<file path="src/rtl/div_line.sv">
// div_line: fully pipelined unsigned restoring divider, one quotient bit per rank.
// Rank 0 registers the operands, ranks 1..DIVIDEND_LEN each retire one dividend bit.
module div_line #(
  parameter int DIVIDEND_LEN = 16,
  parameter int DIVISOR_LEN  = 8
) (
  input  logic                    clk,
  input  logic                    rst_n,
  input  logic                    rdy,
  input  logic [DIVIDEND_LEN-1:0] dividend,
  input  logic [DIVISOR_LEN-1:0]  divisor,
  output logic [DIVIDEND_LEN-1:0] quot,
  output logic [DIVISOR_LEN-1:0]  rem,
  output logic                    div_zero,
  output logic                    valid
);

  localparam int N = DIVIDEND_LEN;
  localparam int M = DIVISOR_LEN;

  // Streaming handshake: rdy=1 at an edge means the operands are taken at that
  // edge, with no backpressure. valid is rdy delayed by exactly N edges. When
  // valid=1 the quot/rem/div_zero outputs carry that sample's result. When
  // valid=0 they keep the last result (or zero after reset).

  // Ranks 0..N-1 are the operand register and the intermediate steps. Rank N is
  // the output register below.
  logic [N-1:0]        r_vld;
  logic [N-1:0]        r_zero;
  logic [N-1:0][M-1:0] r_dvs;
  logic [N-1:0][N-1:0] r_dvd;
  logic [N-1:0][N-1:0] r_quo;
  logic [N-1:0][M:0]   r_pr;

  logic [N-1:0] r_quot_o;
  logic [M-1:0] r_rem_o;
  logic         r_dz_o;
  logic         r_vld_o;

  // Step k consumes the state of rank k-1.
  logic [N:1][M:0] w_shift;
  logic [N:1][M:0] w_diff;
  logic [N:1][M:0] w_pr_nx;
  logic [N:1]      w_ge;
  logic            w_unused;

  always_comb begin
    w_shift = '0;
    w_diff  = '0;
    w_pr_nx = '0;
    w_ge    = '0;
    for (int k = 1; k <= N; k++) begin
      w_shift[k] = {r_pr[k-1][M-1:0], r_dvd[k-1][N-1]};
      w_ge[k]    = (w_shift[k] >= {1'b0, r_dvs[k-1]});
      w_diff[k]  = w_shift[k] - {1'b0, r_dvs[k-1]};
      w_pr_nx[k] = w_ge[k] ? w_diff[k] : w_shift[k];
    end
  end

  // The partial remainder stays below the divisor, so its top bit is always
  // zero. The upper quotient bits and the leftover dividend bits are never
  // read. They are folded into one sink so that nothing dangles.
  always_comb begin
    w_unused = ^r_dvd[N-1][N-2:0] ^ w_pr_nx[N][M];
    for (int k = 0; k < N; k++) begin
      w_unused = w_unused ^ r_quo[k][N-1] ^ r_pr[k][M];
    end
  end

  always_ff @(posedge clk) begin
    // Rank 0 loads unconditionally, so a bubble carries don't-care operands.
    r_vld[0]  <= rst_n & rdy;
    r_zero[0] <= (divisor == '0);
    r_dvs[0]  <= divisor;
    r_dvd[0]  <= dividend;
    r_quo[0]  <= '0;
    r_pr[0]   <= '0;

    for (int k = 1; k < N; k++) begin
      r_vld[k] <= rst_n & r_vld[k-1];
      if (r_vld[k-1]) begin
        r_zero[k] <= r_zero[k-1];
        r_dvs[k]  <= r_dvs[k-1];
        r_dvd[k]  <= r_dvd[k-1] << 1;
        r_quo[k]  <= {r_quo[k-1][N-2:0], w_ge[k]};
        r_pr[k]   <= w_pr_nx[k];
      end
    end

    if (!rst_n) begin
      r_vld_o  <= 1'b0;
      r_quot_o <= '0;
      r_rem_o  <= '0;
      r_dz_o   <= 1'b0;
    end else begin
      r_vld_o <= r_vld[N-1];
      if (r_vld[N-1]) begin
        // A zero divisor gives a fixed result that does not depend on the dividend.
        r_quot_o <= r_zero[N-1] ? '1 : {r_quo[N-1][N-2:0], w_ge[N]};
        r_rem_o  <= r_zero[N-1] ? '0 : w_pr_nx[N][M-1:0];
        r_dz_o   <= r_zero[N-1];
      end
    end
  end

  assign quot     = r_quot_o;
  assign rem      = r_rem_o;
  assign div_zero = r_dz_o;
  assign valid    = r_vld_o;

endmodule
</file>
<file path="config.mk">
export PLATFORM = sky130hd
export DESIGN_NAME = div_line
export DESIGN_NICKNAME = d
export VERILOG_FILES = /design/src/rtl/div_line.sv
export SDC_FILE = /design/constraint.sdc
export NUM_CORES = 1
export LEC_CHECK = 0
export ABC_AREA = 0
export CORE_AREA = 2 2 264 266
export DETAILED_ROUTE_END_ITERATION = 7
export DIE_AREA = 0 0 266 268
export HOLD_SLACK_MARGIN = 0.08
export PLACE_DENSITY_LB_ADDON = 0.08
export SETUP_SLACK_MARGIN = 0.4
export SLEW_MARGIN = 5
export SYNTH_ARGS = -nofsm -noshare
export SYNTH_HDL_FRONTEND = slang
export SYNTH_SLANG_ARGS = --single-unit
</file>
<file path="constraint.sdc">
create_clock -name clk -period 2.17 [get_ports clk]
set_clock_uncertainty 0.15 [all_clocks]
set_input_delay 0.434 -clock clk [delete_from_list [all_inputs] [get_ports clk]]
set_output_delay 0.434 -clock clk [all_outputs]
set_load 0.05 [all_outputs]
</file>
# Yosys cells after proc, flatten, opt, wreduce, memory -nomap -nowiden
# Index checks and enable logic that the tools add are counted.
# op_classes
addsub,16
n_lt_le_gt_ge,16
n_mux,18
bitwise_logic,16
reduce_logical,1
# op_table
op,count
greater-or-equal comparator 9 x 8 -> 1 bit,15
two-way mux 8 bit,16
subtractor 8 bit,15
AND 1 bit,16
two-way mux 16 bit,1
greater-or-equal comparator 1 x 8 -> 1 bit,1
logical NOT 8 bit,1
subtractor 1 x 8 -> 8 bit,1
two-way mux 1 bit,1
# word_totals
reg_bits,562
input_bits,27
output_inout_bits,26
elab_cells,151

# Longest topological paths before layout
# depth
word_depth,3
mapped_depth,10
mapped_depth_nobuf,9

# Worst setup path before layout
# Ideal clock, no wire load.
# synth_path
kind,reg2reg
start,register r_dvs[9] (netlist name)
end,register r_pr[20] (netlist name) (data pin)
setup_time_ns,0.260
t_arrival_ns,1.989
setup_slack_ns,-0.229
path_stages_with_launch,9
cell_sequence,edfxtp_1 > inv_1 > ha_1 > nor2b_4 > o31a_1 > o311ai_1 > and2b_1 > buf_6 > mux2_4
# synth_rtl
element,line_no,source
"start, declared",30,logic [N-1:0][M-1:0] r_dvs;
"start signal, assigned by index",83,r_dvs[k] <= r_dvs[k-1];
"end signal, assigned by index",86,r_pr[k] <= w_pr_nx[k];
"end, declared",33,logic [N-1:0][M:0] r_pr;

==> impl_metrics.py <==
metrics = {
    "global_routing": {
        "grt_pass1_wl_um": 79900,
        "gr-total-overflow": 0,
        "grt_max_degree": 35,
        "grt_usage_pct": 13.9,
        "antenna_found_initial": 0,
        "grt_pass1_vias": 15800,
    },
    "floorplan": {
        "die_area_um2": 71300,
        "fp.dieW_um": 266,
        "core_um2": 68200,
        "start_util_pct": 35.9,
        "fp-row-count": 96,
        "ios": 53,
        "die_y_um": 268,
    },
    "sta": {
        "worst_pin_slew_ns": 0.599,
        "finalCritPeriodShare_pct": 112,
        "whs_ns": 0.127,
        "fmax_ghz": 0.411,
        "max-slew-margin-rel_pct": 60.0,
        "setup_slack_ns": -0.265,
        "hold_viol_final": 0,
        "slew_violations": 0,
        "setup_viol": 108,
        "rsz0062_at_grt": "yes",
        "finalCriticalPeriod_ns": 2.43,
    },
    "clock_network": {
        "cts_num_sinks": 562,
        "clk_pin_slew_ns": 0.06,
        "cts_tree": "done",
        "clk_path_buf_depth": 3,
        "numCtsBuffers": 66,
        "clk_latency_ns": 0.60,
        "h-tree-depth": 3,
        "root_buffer": "clkbuf_16",
        "hold_buffers": 0,
    },
    "power_and_ir_drop": {
        "power.density_nw_per_um2": 698,
        "max-vdd-ir-drop_uv": 677,
        "power_leakage_nw": 13.3,
    },
    "cells_and_area": {
        "final_layout_size_suffix_gt1_share_pct": 42.5,
        "nets": 2477,
        "antennaDiodeCount": 0,
        "syn2layout_area_growth_pct": 38.9,
    },
    "run_status": {
        "violations": "setup timing",
        "status": "finished, violations left",
    },
    "setup_path": {
        "worstSetupStartpointType": "flop",
        "cp_data_required_time_ns": 2.36,
        "cp.arrival_ns": 2.63,
        "crit_fanout": 7,
        "cp-end-kind": "flop",
        "critPathKind": "reg -> reg",
    },
    "synth": {
        "avgSynthCellArea_um2": 14.7,
        "async_flop_share_pct": 0,
        "synth_compound_area_share_pct": 8.66,
        "synth_nets": 1835,
        "netlist_area_um2": 24500,
        "ys_seq_elements": 562,
        "yosysTopAreaCell": "edfxtp_1",
        "yosys_warnings": 0,
        "synth-main-ff-cell": "edfxtp_1",
        "synth_top_area_share_pct": 60.6,
        "synthSimpleGateAreaFrac_pct": 7.43,
        "synth_cells": 1671,
        "synth_top_family_by_area": "compound AO/OA/AOI/OAI gates",
        "synth_area_leaders": "edfxtp_1, ha_1, dfxtp_1",
        "ys_seq_area_share_pct": 66.1,
        "yosysMostFrequentCell": "edfxtp_1",
        "synth_xor_area_share_pct": 0.679,
        "ys_types": 62,
        "synthMuxAreaShare_pct": 6.21,
        "synth_common_cells": "edfxtp_1, inv_1, ha_1",
        "synth-edff-count": 495,
        "synthAdderAreaFrac_pct": 7.45,
    },
    "detailed_routing": {
        "drt_pass1_iterations": 4,
        "ant_nets": 0,
        "drc_errors": 0,
        "drtIter0Drc": 564,
        "num_vias": 15200,
        "vias_per_cell": 4.68,
        "wl_per_cell_um": 15.3,
        "routed_wl_um": 49500,
    },
    "worst_hold_path": {
        "hp-class": "in -> reg",
    },
    "place": {
        "place_congestion": 0.819,
        "pre_cts_ws_ns": -0.316,
        "dpl.hpwl_um": 34400,
        "io_buffers": 52,
    },
    "flow_run": {
        "drv_cap": 0,
    },
}
[worst paths after layout]
path	startpoint	endpoint	slack (ns)	cells after the start
max	r_dvs[17]	r_pr[33]	-0.26	8
max reg2reg	r_dvs[17]	r_pr[33]	-0.26	8
min reg2reg	r_dvd[4]	r_dvd[21]	0.24	0
min	dividend[3]	r_dvd[3]	0.13	1
[final cells by class]
type                       count  area, um2
multi-input combinational    910       8800
sequential                   562      16200
timing repair buffer         598       5020
clock buffer                  83       1820
tap                          882       1100
fill                        5876      34200
clock inverter                37        433
inverter                     175        669
[registers in the layout (all words and copies together), names as in the netlist, 8 cells and up]
name	count
quot	16
r_dvd	136
r_dvs	128
r_pr	120
r_quo	120
r_vld	16
r_zero	16
rem	8
[placed cells by master (no fill, tap or decap), drive strengths merged, types with 22 or more instances in the layout]
| cell type | netlist | final |
|---|---|---|
| mux2 | 68 | 68 |
| mux2i | 55 | 55 |
| nand4 | 28 | 28 |
| o21a | 30 | 30 |
| clkbuf | 8 | 83 |
| o31a | 27 | 27 |
| o21ai | 98 | 98 |
| a21oi | 71 | 71 |
| or4b | 22 | 22 |
| nand3 | 24 | 24 |
| dfxtp | 67 | 67 |
| inv | 175 | 178 |
| edfxtp | 495 | 495 |
| clkdlybuf4s50 | 0 | 26 |
| nor2b | 54 | 54 |
| nor2 | 115 | 115 |
| clkinv | 0 | 23 |
| ha | 122 | 122 |
| buf | 16 | 572 |
[power by group]
part           internal (mW)  switching [mW]
Sequential              11.7          0.0477
Combinational          0.403           0.305
Clock                   6.94            4.35
Total                   19.1            4.71
[metrics by stage]
step	TNS (ns)	std cells	instance area, um2	util (%)	power, mW
after global placement	-19.85	3009	29500	43.2	12.6
after detailed placement	-22.80	3009	29500	43.2	12.6
after CTS	-17.55	3202	33300	48.8	24.1
after floorplan	-13.31	1671	24700	-	12.3
after global routing	-25.99	3247	34100	49.9	24.7
final	-17.30	3247	34100	49.9	23.8
[cells by family after synthesis]
family,Yosys count
xor+xnor,19
simple gates,316
buf+inv,199
mux,123
fa+ha+maj,137
compound gates,315
flops,562
[layer usage]
metal,vias to the layer above,routed length (um),track usage [%]
met2,147,25700,25.4
met5,-,0,0
li1,7596,-,-
met3,78,1290,2.26
met4,0,977,4.71
met1,7386,21600,16.7
[worst max-delay path, stage by stage (launching register included)]
cell and delay [ns]:
edfxtp_1 0.39, inv_2 0.09, ha_4 0.20, nor2b_4 0.12, o31a_1 0.28, o311ai_2 0.30, and2b_1 0.21, buf_12 0.14
mux2_4 0.29
[timing repair]
item,CTS,global route
setup buffers,73,45
cloned,0,0
resized for setup,356,94
pin swaps,46,42
setup endpoints to repair,168,162
Power figures use the tool's default switching activity.
